`config.mk`:
```
export PLATFORM = sky130hd
export DESIGN_NAME = serial_subtractor
export DESIGN_NICKNAME = d
export VERILOG_FILES = /design/src/rtl/serial_subtractor_pkg.sv /design/src/rtl/serial_subtractor_full_subtractor.sv /design/src/rtl/serial_subtractor.sv
export SDC_FILE = /design/constraint.sdc
export NUM_CORES = 1
export LEC_CHECK = 0
export BUFFER_PORTS_ARGS = -buffer_cell sky130_fd_sc_hd__buf_2
export CORE_UTILIZATION = 40
export DETAILED_ROUTE_END_ITERATION = 6
export GPL_TIMING_DRIVEN = 0
export PLACE_DENSITY_LB_ADDON = 0.12
export SKIP_CTS_REPAIR_TIMING = 1
export SYNTH_ARGS = -nofsm -noshare
export SYNTH_HDL_FRONTEND = slang
export SYNTH_HIERARCHICAL = 1
export SYNTH_SLANG_ARGS = --single-unit
```
`constraint.sdc`:
```
create_clock -name CLK -period 1.4 [get_ports CLK]
set_input_delay 0.28 -clock CLK [delete_from_list [all_inputs] [get_ports CLK]]
set_output_delay 0.28 -clock CLK [all_outputs]
set_load 0.02 [all_outputs]
```
`src/rtl/serial_subtractor_pkg.sv`:
```
// Shared definitions for the bit-serial subtractor: FSM encoding, default width and
// the bit-counter sizing helper.
package serial_subtractor_pkg;

    localparam int unsigned DefaultWidth = 8;

    typedef enum logic [1:0] {
        StIdle = 2'b00,
        StRun  = 2'b01,
        StDone = 2'b10
    } sub_state_e;

    // Counter must be able to count up to WIDTH without wrapping.
    function automatic int unsigned cnt_width(input int unsigned width);
        return $clog2(width + 1);
    endfunction

endpackage

```
`src/rtl/serial_subtractor_full_subtractor.sv`:
```
// One-bit full subtractor built only from two-input NAND gates:
// DIFF = IN0 ^ IN1 ^ BIN, BOUT = (~IN0 & IN1) | (~(IN0 ^ IN1) & BIN).
module serial_subtractor_full_subtractor (
    input  logic IN0,
    input  logic IN1,
    input  logic BIN,
    output logic DIFF,
    output logic BOUT
);

    logic n_ab;
    logic n_a;
    logic n_b;
    logic x_ab;
    logic m_xb;
    logic m_x;
    logic m_b;
    logic inv_a;
    logic inv_x;
    logic t_ab;
    logic t_xb;

    // x_ab = IN0 ^ IN1
    nand g_n_ab (n_ab, IN0, IN1);
    nand g_n_a  (n_a, IN0, n_ab);
    nand g_n_b  (n_b, IN1, n_ab);
    nand g_x_ab (x_ab, n_a, n_b);

    // DIFF = x_ab ^ BIN
    nand g_m_xb (m_xb, x_ab, BIN);
    nand g_m_x  (m_x, x_ab, m_xb);
    nand g_m_b  (m_b, BIN, m_xb);
    nand g_diff (DIFF, m_x, m_b);

    // BOUT as a NAND of two NAND product terms
    nand g_inv_a (inv_a, IN0, IN0);
    nand g_inv_x (inv_x, x_ab, x_ab);
    nand g_t_ab  (t_ab, inv_a, IN1);
    nand g_t_xb  (t_xb, inv_x, BIN);
    nand g_bout  (BOUT, t_ab, t_xb);

endmodule

```
`src/rtl/serial_subtractor.sv`:
```
// Bit-serial A - B subtractor, LSB first, one bit per cycle over WIDTH cycles.
// Define SERIAL_SUB_OVF_EN to add the registered signed-overflow output OVF.
module serial_subtractor
    import serial_subtractor_pkg::*;
#(
    parameter int unsigned WIDTH = DefaultWidth
) (
    input  logic             CLK,
    input  logic             RESET_N,
    input  logic             START,
    input  logic [WIDTH-1:0] A,
    input  logic [WIDTH-1:0] B,
    output logic             BUSY,
    output logic             DONE,
    output logic [WIDTH-1:0] DIFF,
    output logic             BORROW
`ifdef SERIAL_SUB_OVF_EN
    ,
    output logic             OVF
`endif
);

    localparam int unsigned CntW = cnt_width(WIDTH);
    localparam logic [CntW-1:0] LastCnt = CntW'(WIDTH - 1);

    sub_state_e state_q, state_d;

    logic [WIDTH-1:0] a_sr_q, a_sr_d;
    logic [WIDTH-1:0] b_sr_q, b_sr_d;
    logic [WIDTH-1:0] res_sr_q, res_sr_d;
    logic             bin_q, bin_d;
    logic [CntW-1:0]  cnt_q, cnt_d;
    logic [WIDTH-1:0] diff_q, diff_d;
    logic             borrow_q, borrow_d;
`ifdef SERIAL_SUB_OVF_EN
    logic             ovf_q, ovf_d;
`endif

    logic bit_diff;
    logic bit_bout;

    serial_subtractor_full_subtractor u_cell (
        .IN0  (a_sr_q[0]),
        .IN1  (b_sr_q[0]),
        .BIN  (bin_q),
        .DIFF (bit_diff),
        .BOUT (bit_bout)
    );

    always_comb begin
        state_d  = state_q;
        a_sr_d   = a_sr_q;
        b_sr_d   = b_sr_q;
        res_sr_d = res_sr_q;
        bin_d    = bin_q;
        cnt_d    = cnt_q;
        diff_d   = diff_q;
        borrow_d = borrow_q;
`ifdef SERIAL_SUB_OVF_EN
        ovf_d    = ovf_q;
`endif

        case (state_q)
            StIdle: begin
                if (START) begin
                    a_sr_d  = A;
                    b_sr_d  = B;
                    bin_d   = 1'b0;
                    cnt_d   = '0;
                    state_d = StRun;
                end
            end

            StRun: begin
                a_sr_d   = {1'b0, a_sr_q[WIDTH-1:1]};
                b_sr_d   = {1'b0, b_sr_q[WIDTH-1:1]};
                res_sr_d = {bit_diff, res_sr_q[WIDTH-1:1]};
                bin_d    = bit_bout;
                cnt_d    = cnt_q + CntW'(1);
                if (cnt_q == LastCnt) begin
                    // Last bit: the cell sees the operand MSBs, so publish everything now.
                    state_d  = StDone;
                    diff_d   = {bit_diff, res_sr_q[WIDTH-1:1]};
                    borrow_d = bit_bout;
`ifdef SERIAL_SUB_OVF_EN
                    ovf_d    = (a_sr_q[0] ^ b_sr_q[0]) & (bit_diff ^ a_sr_q[0]);
`endif
                end
            end

            StDone: begin
                state_d = StIdle;
            end

            default: begin
                state_d = StIdle;
            end
        endcase
    end

    always_ff @(posedge CLK or negedge RESET_N) begin
        if (!RESET_N) begin
            state_q  <= StIdle;
            a_sr_q   <= '0;
            b_sr_q   <= '0;
            res_sr_q <= '0;
            bin_q    <= 1'b0;
            cnt_q    <= '0;
            diff_q   <= '0;
            borrow_q <= 1'b0;
        end else begin
            state_q  <= state_d;
            a_sr_q   <= a_sr_d;
            b_sr_q   <= b_sr_d;
            res_sr_q <= res_sr_d;
            bin_q    <= bin_d;
            cnt_q    <= cnt_d;
            diff_q   <= diff_d;
            borrow_q <= borrow_d;
        end
    end

`ifdef SERIAL_SUB_OVF_EN
    always_ff @(posedge CLK or negedge RESET_N) begin
        if (!RESET_N) begin
            ovf_q <= 1'b0;
        end else begin
            ovf_q <= ovf_d;
        end
    end

    assign OVF = ovf_q;
`endif

    assign BUSY   = (state_q == StRun);
    assign DONE   = (state_q == StDone);
    assign DIFF   = diff_q;
    assign BORROW = borrow_q;

endmodule

```
# Yosys cells after proc, flatten, opt, wreduce, memory -nomap -nowiden
# Index checks and enable logic that the tools add are counted.
totals:
  ff_bits: 40
  in_bits: 19
  output_inout_bits: 11
  wordCells: 53
classes:
  addsub: 1
  n_eq_ne: 5
  mux: 11
  n_bitwise: 23
  reduce_logical: 5
ops:
  columns: ["op", "count"]
  rows:
  - ["8-bit one-hot mux with 2 select lines", 2]
  - ["8-bit two-way mux", 2]
  - ["1-bit inverter", 12]
  - ["1-bit AND", 11]
  - ["4-bit one-hot mux with 2 select lines", 1]
  - ["2-bit AND reduction", 3]
  - ["4-bit by 1-bit adder with 4-bit output, second input constant", 1]
  - ["4-bit by 3-bit == test with 1-bit output, second input constant", 1]
  - ["2-bit two-way mux", 2]
  - ["4-bit two-way mux", 1]
  - ["2-bit one-hot mux with 2 select lines", 1]
  - ["2-bit by 1-bit == test with 1-bit output, second input constant", 1]
  - ["2-bit == test, second input constant", 1]
  - ["2-bit logical NOT", 1]
  - ["2-bit by 1-bit inequality test with 1-bit output, second input constant", 1]
  - ["2-bit inequality test, second input constant", 1]
  - ["1-bit one-hot mux with 2 select lines", 1]
  - ["2-bit nonzero test", 1]
  - ["1-bit two-way mux", 1]

# Logic depth before layout (Yosys ltp)
# Gate-level depths: netlist (run 1).
depth:
  word_depth: 12
  ltp_mapped: 6
  depth_no_buf: 4

# Cells and area by module
# Netlist (run 1), hierarchy kept.
by_module_without_submodules:
  columns: ["module", "instances", "cells_each", "area_per_inst_um2", "seq_area_each_um2"]
  rows:
  - ["serial_subtractor", 1, 164, 1729.2, 975.9]
  - ["serial_subtractor_full_subtractor", 1, 4, 31.3, 0.0]

# Worst setup path after synthesis (run 1)
# OpenSTA, ideal clock, no wires.
synth_timing:
  path_type: "reg-to-output"
  startpoint: "register state_q[1]"
  endpoint: "output port DONE"
  arrival_ps: 1264
  t_required_ps: 1120
  slack_ps: -144
  stages_incl_launch_ff: 4
  path_buffers: 2
  path_cell_list: "dfrtp_1 clkbuf_1 clkbuf_1 nor2b_1"
synth_between:
  elab_chain_cells: 1
synth_lines:
  columns: ["element", "line", "text"]
  rows:
  - ["start, declared", "serial_subtractor.sv:26", "sub_state_e state_q, state_d;"]
  - ["start signal, assigned", "serial_subtractor.sv:103", "state_q <= StIdle;"]
  - ["start signal, assigned", "serial_subtractor.sv:112", "state_q <= state_d;"]
  - ["2-bit == test", "serial_subtractor.sv:136", "assign DONE = (state_q == StDone);"]
  - ["end, declared", "serial_subtractor.sv:14", "output logic DONE,"]
# Every way passes these cells.

# Final worst setup path (run 1)
layout_timing:
  startpoint: "register state_q[1]"
  endpoint: "output port BUSY"
layout_between:
  elab_chain_cells: 1
layout_lines:
  columns: ["element", "line", "text"]
  rows:
  - ["2-bit by 1-bit == test with 1-bit output", "serial_subtractor.sv:135", "assign BUSY = (state_q == StRun);"]
  - ["end, declared", "serial_subtractor.sv:13", "output logic BUSY,"]
# Every way passes these cells.

==> results.toml, run 1 <==
[drt]
vias_per_cell = 5.21
ant_nets = 0
drt_first_iter_violations = 98
detailedRoute.firstPassIterationCount = 4
drt-total-wl_mm = 3.87
met2WireLength_mm = 1.83
post_drt_wl_per_cell_um = 14.7
wl_met3_um = 168
top_layer_used = "met4"
remaining_drc_errors = 0
route.vias.total = 1371
wl_met1_mm = 1.85

[yosys]
ys_ff_latch = 39
post_synth_main_area_contributors = "sky130_fd_sc_hd__dfrtp_1 55%, sky130_fd_sc_hd__mux2_2 6.4%, sky130_fd_sc_hd__nor2b_1 6.4%, sky130_fd_sc_hd__a22oi_1 6.0%, sky130_fd_sc_hd__nand2_1 5.5%"
yosys_warning_count = 6
syn_area_mm2 = 0.00176
synth.top_cell.area_share_pct = 55.4
yosysUniqueCellTypes = 22
yosysSeqAreaShare_pct = 55.4
syn_nets = 189
cell_taking_the_most_area_after_synthesis = "sky130_fd_sc_hd__dfrtp_1"
post_synth.cell_area_avg_um2 = 10.5
syn-instance-count = 168

[global_route]
grt_overflow_total = 0
global_route.usage.total_pct = 18.0
grt_antenna_before_repair = 0
maximum_number_of_pins_on_one_net_before_global_route_repair = 40
wire_length_of_the_first_global_routing_pass_mm = 6.16
grt_pass1_vias = 1311

[power]
power_report.internal_total_mw = 3.30
p_leak_nw = 1.06
comb_power_share_pct = 44.9
power_switching_mw = 1.96
ir_drop_uv = 1070
power_switching_share_pct = 37.3
power.density_mw_per_mm2 = 2330
seq_power_share_pct = 37.3
fin_total_pwr_mw = 5.27
power_frac_clock_pct = 17.8

[critical_path]
endpoint = "BUSY"
reg2reg_depth = 5
criticalPathCategory = "reg2out"
worst-endpoint-required_ns = 1.12
crit_path_end_kind = "primary output"
critPathLaunchType = "flip-flop"
r2r-end = "DIFF[6]"
cp.arrival_ns = 1.33
rrSetupSlack_ns = -0.07
timing.critical_path.fanout_max = 5
cp-startpoint = "state_q[1]"
timing.rr.start = "state_q[1]"

[clock_tree]
clkSinkCount = 39
htree_levels = 2
cts_tree = "done"
path_clk_slew_ns = 0.08
clk-insertion-delay-late_ns = 0.29
cts_buffers = 5
cts_root_buf = "sky130_fd_sc_hd__clkbuf_8"
clock_path_buffers = 2

[sta]
finalWorstSetupSlack_ns = -0.214
finalClockSkew_ns = 0.00560
timing.fmax_mhz = 620
worst_slew_pin_slew_ns = 0.884
grt_setup_unrepaired = "true"
finalHoldViolations = 0
post-route-period-util_pct = 115
tns_ns = -0.963
final-setup-viol-count = 11
timing.final.crit_period_ns = 1.61
finalMaxSlewViolations = 0
max_slew_margin_pct = 41.1

[place]
post-dp-hpwl_mm = 2.51
gp_congestion = 0.778
io_buffers = 29

[min_path]
worst_hold_path_type = "in2async"

[floorplanning]
rows = 23
die_w_um = 68.3
initial_core_util_pct = 42.8
area_of_the_die_mm2 = 0.00467
die_h_um = 68.3
placeableCoreArea_mm2 = 0.00412
ios = 30

[finish]
most_frequent_standard_cell_in_the_layout_excluding_fill_and_tap_cells = "sky130_fd_sc_hd__dfrtp_1"
layout-area-overhead-vs-synth_pct = 28.6
mostFrequentLayoutCells = "39 x sky130_fd_sc_hd__dfrtp_1, 27 x sky130_fd_sc_hd__buf_2, 24 x sky130_fd_sc_hd__nand2_1, 17 x sky130_fd_sc_hd__nor2b_1, 17 x sky130_fd_sc_hd__a21oi_1"
share_of_post_route_cells_with_drive_strength_above_1_pct = 33.8
final_util_pct = 55.0
final_nets = 233
diodes_inserted = 0

[status]
run_status = "finished, violations left"
failed_checks = "negative setup slack"

[run]
drv_cap = 0
[cell usage after synthesis]
master                     instances
sky130_fd_sc_hd__o21ai_0          16
sky130_fd_sc_hd__a22o_1            3
sky130_fd_sc_hd__nand2b_4          1
sky130_fd_sc_hd__clkbuf_2          1
sky130_fd_sc_hd__nor2_1            2
sky130_fd_sc_hd__o311ai_0          1
sky130_fd_sc_hd__nor3_4            1
sky130_fd_sc_hd__nor2b_1          18
sky130_fd_sc_hd__clkbuf_1          5
sky130_fd_sc_hd__dfrtp_1          39
sky130_fd_sc_hd__o21ai_1           1
sky130_fd_sc_hd__buf_4             2
sky130_fd_sc_hd__ha_1              1
sky130_fd_sc_hd__buf_2             2
sky130_fd_sc_hd__nand2_1          26
sky130_fd_sc_hd__fa_1              1
sky130_fd_sc_hd__nand3_1           2
sky130_fd_sc_hd__a22oi_1          14
sky130_fd_sc_hd__mux2_2           10
sky130_fd_sc_hd__a21oi_1          17
sky130_fd_sc_hd__o21bai_1          1
sky130_fd_sc_hd__inv_1             4
[metal layers]
metal  vias to the layer above  track usage (%)
met5                         -                0
met4                         0             4.69
met3                         5             5.00
met2                        36             28.2
met1                       661             24.4
li1                        669                -
[registers in the layout, indices dropped and copies added (netlist names)]
name and cells:
DIFF 8, a_sr_q 8, b_sr_q 8, res_sr_q 7, cnt_q 4, state_q 2
BORROW 1, bin_q 1
[cells by family (layout without fill, tap and decap cells)]
group,after synthesis,count (layout),synth area share [%]
and+or+nand+nor,50,50,14.6
muxes,10,10,6.40
buffers and inverters,14,59,3.62
adders and majority gates,2,2,1.85
DFF,39,39,55.4
AOI/OAI and AO/OA,53,53,18.1
[power groups by stage]
stage / logic (mW) / registers (mW) / clock network (mW)
3_5_place_dp: 1.85 / 1.97 / 0
3_3_place_gp: 1.78 / 1.94 / 0
6_report: 2.37 / 1.96 / 0.938
5_1_grt: 2.64 / 2.03 / 0.996
4_1_cts: 1.85 / 1.95 / 0.965
2_1_floorplan: 1.22 / 2.03 / 0
[critical path, stage by stage (launching register included)]
cell and delay, ns:
sky130_fd_sc_hd__dfrtp_1 0.39, sky130_fd_sc_hd__nand2b_4 0.16, sky130_fd_sc_hd__buf_8 0.11, sky130_fd_sc_hd__clkinvlp_4 0.11
sky130_fd_sc_hd__buf_6 0.15, sky130_fd_sc_hd__buf_6 0.12
[how the worst min path moves through the flow]
stage	from	end	slack (ns)	cells past startpoint
3_5_place_dp	RESET_N	b_sr_q[6]	0.45	1
5_1_grt	RESET_N	a_sr_q[1]	0.17	1
6_report	RESET_N	b_sr_q[6]	0.11	1
3_3_place_gp	RESET_N	b_sr_q[6]	0.43	1
4_1_cts	RESET_N	a_sr_q[1]	0.13	1
2_1_floorplan	RESET_N	BORROW	-0.02	0
[stage by stage]
step | area (um2) | hold slack, ns | instances | setup WS (ns)
floorplan | 1760 | -0.0156 | 168 | -0.0179
global placement | 1970 | 0.429 | 247 | -0.248
detailed placement | 1970 | 0.454 | 247 | -0.257
CTS | 2080 | 0.130 | 255 | -0.587
global route | 2260 | 0.166 | 263 | -0.270
finish | 2260 | 0.111 | 263 | -0.214
[layout make-up]
type,instances,area (um2)
Clock buffer,5,68.8
Buffer,9,77.6
Fill cell,360,1850
Multi-Input combinational cell,115,779
Tap cell,50,62.6
Inverter,4,18.8
Timing Repair Buffer,38,238
Sequential cell,39,976
Clock inverter,3,43.8
(Power assumes the default switching activity.)
==> run 2: changes to the inputs <==
--- a/config.mk
+++ b/config.mk
@@ -10,6 +10,7 @@
 export DETAILED_ROUTE_END_ITERATION = 6
 export GPL_TIMING_DRIVEN = 0
 export PLACE_DENSITY_LB_ADDON = 0.12
+export RECOVER_POWER = 25
 export SKIP_CTS_REPAIR_TIMING = 1
 export SYNTH_ARGS = -nofsm -noshare
 export SYNTH_HDL_FRONTEND = slang
==> run 2 against run 1 <==
The run still ends with negative setup slack left. Total power is essentially flat. Die area is the same. Cell area is the same. Register-to-register slack is essentially flat. Global-route usage is the same. Critical path depth is the same. Worst setup slack is the same. Clock skew is the same. Clock power is essentially flat. Combinational power is essentially flat. Via count is the same. Sequential power is essentially flat. Critical endpoint unchanged. Highest routed layer unchanged.
==> results.toml, run 2 (synthesis gave the netlist of run 1 again) <==
[critical_path]
timing.critical_path.fanout_max = 5
criticalPathCategory = "reg2out"
critPathLaunchType = "flip-flop"
reg2reg_depth = 5
crit_path_end_kind = "primary output"
cp.arrival_ns = 1.33
slowest_delay_ns = 0.39
cp_slowest_cell = "sky130_fd_sc_hd__dfrtp_1"
crit_chain = "nand2b_4, buf_8, clkinvlp_4, buf_6, buf_6"
crit_path_frequent_cell = "sky130_fd_sc_hd__buf_6"
worst-endpoint-required_ns = 1.12

[floorplanning]
initial_core_util_pct = 42.8
ios = 30
rows = 23
die_w_um = 68.3
area_of_the_die_mm2 = 0.00467
die_h_um = 68.3
placeableCoreArea_mm2 = 0.00412

[run]
drv_cap = 0

[finish]
most_frequent_standard_cell_in_the_layout_excluding_fill_and_tap_cells = "sky130_fd_sc_hd__dfrtp_1"
final_nets = 233
final-instance-count-excl-fill = 263
diodes_inserted = 0
area_of_the_multi_input_gates_um2 = 779
share_of_post_route_cells_with_drive_strength_above_1_pct = 33.8
layout.filler_cells = 360
layout-area-overhead-vs-synth_pct = 28.6
mostFrequentLayoutCells = "39 x sky130_fd_sc_hd__dfrtp_1, 26 x sky130_fd_sc_hd__buf_2, 24 x sky130_fd_sc_hd__nand2_1, 17 x sky130_fd_sc_hd__nor2b_1, 17 x sky130_fd_sc_hd__a21oi_1"
seq_area_um2 = 976

[drt]
post_drt_wl_per_cell_um = 14.7
detailedRoute.firstPassIterationCount = 4
ant_nets = 0
drt-total-wl_mm = 3.87
vias_per_cell = 5.21
remaining_drc_errors = 0
drt_first_iter_violations = 98
route.vias.total = 1371

[place]
gp_congestion = 0.778
dp_worst_setup_slack_ns = -0.257
post-dp-hpwl_mm = 2.51
place_inst = 247
io_buffers = 29

[sta]
finalMaxSlewViolations = 0
finalHoldViolations = 0
timing.fmax_mhz = 620
post-route-period-util_pct = 115
finalClockSkew_ns = 0.00560
grt_setup_unrepaired = "true"
finalWorstSetupSlack_ns = -0.214
max_slew_margin_pct = 33.8
holdWs_ns = 0.144
tns_ns = -0.963
worst_slew_pin_slew_ns = 0.993
timing.final.crit_period_ns = 1.61
final-setup-viol-count = 11

[status]
failed_checks = "negative setup slack"
run_status = "finished, violations left"

[power]
p_leak_nw = 1.06
comb_power_share_pct = 44.9
power_report.internal_total_mw = 3.30
power.density_mw_per_mm2 = 2330
power_switching_mw = 1.96
power_frac_clock_pct = 17.8
seq_power_share_pct = 37.3
fin_total_pwr_mw = 5.27
power_switching_share_pct = 37.3
ir_drop_uv = 1070

[global_route]
wire_length_of_the_first_global_routing_pass_mm = 6.16
grt_pass1_vias = 1311
grt_antenna_before_repair = 0
maximum_number_of_pins_on_one_net_before_global_route_repair = 40
global_route.usage.total_pct = 18.0
grt_overflow_total = 0

[clock_tree]
cts_buffers = 5
htree_levels = 2
path_clk_slew_ns = 0.08
cts_root_buf = "sky130_fd_sc_hd__clkbuf_8"
cts_tree = "done"
clk-insertion-delay-late_ns = 0.29
clkSinkCount = 39
clock_path_buffers = 2

[min_path]
worst_hold_path_type = "in2async"
-- run 2: changes by cell type in the layout (fill, tap and decap cells not counted), sizes merged --
cell | previous run | this run
buf | 43 | 42
clkbuf | 9 | 10
-- run 2: metrics by stage --
stage | cell area [um2] | util [%]
2_1_floorplan | 1760 | -
3_3_place_gp | 1970 | 47.9
3_5_place_dp | 1970 | 47.9
4_1_cts | 2080 | 50.7
5_1_grt | 2260 | 55.0
6_report | 2260 | 55.0
-- run 2: final timing paths --
| kind | endpoint | start | slack (ns) |
|---|---|---|---|
| worst max register to register | DIFF[6] | state_q[1] | -0.07 |
| worst min register to register | res_sr_q[1] | res_sr_q[1] | 0.49 |
| min in group CLK | b_sr_q[2] | B[2] | 0.26 |
| worst max-delay path | BUSY | state_q[1] | -0.21 |
| worst min-delay path | b_sr_q[6] | RESET_N | 0.14 |
| max in group asynchronous | cnt_q[2] | RESET_N | 0.65 |
-- run 2: cell type report --
| type | count | share of cell area [%] |
|---|---|---|
| multi-input cells | 115 | 34.4 |
| inverters | 4 | 0.829 |
| clock inverters | 3 | 1.93 |
| plain buffers | 9 | 3.43 |
| clock buffers | 5 | 3.04 |
| well taps | 50 | 2.76 |
| flip-flops and latches | 39 | 43.1 |
| repair buffers | 38 | 10.5 |
-- run 2: worst max-delay path: cells and delay by family, from the launching register on --
kind | cells | cell delay (ns)
flops | 1 | 0.39
simple gates | 1 | 0.16
buf+inv | 4 | 0.49
-- run 2: power by group through the flow --
stage / clock [mW] / combinational (mW) / sequential [mW]
2_1_floorplan: 0 / 1.22 / 2.03
3_3_place_gp: 0 / 1.78 / 1.94
5_1_grt: 0.996 / 2.64 / 2.03
6_report: 0.938 / 2.36 / 1.96
3_5_place_dp: 0 / 1.85 / 1.97
4_1_cts: 0.965 / 1.85 / 1.95
-- run 2: per-layer routing --
layer	GRT usage [%]	vias up	wire (um)
met5	0	-	0
met3	5.00	5	168
li1	-	669	-
met1	24.4	661	1850
met2	28.2	36	1830
met4	4.69	0	26
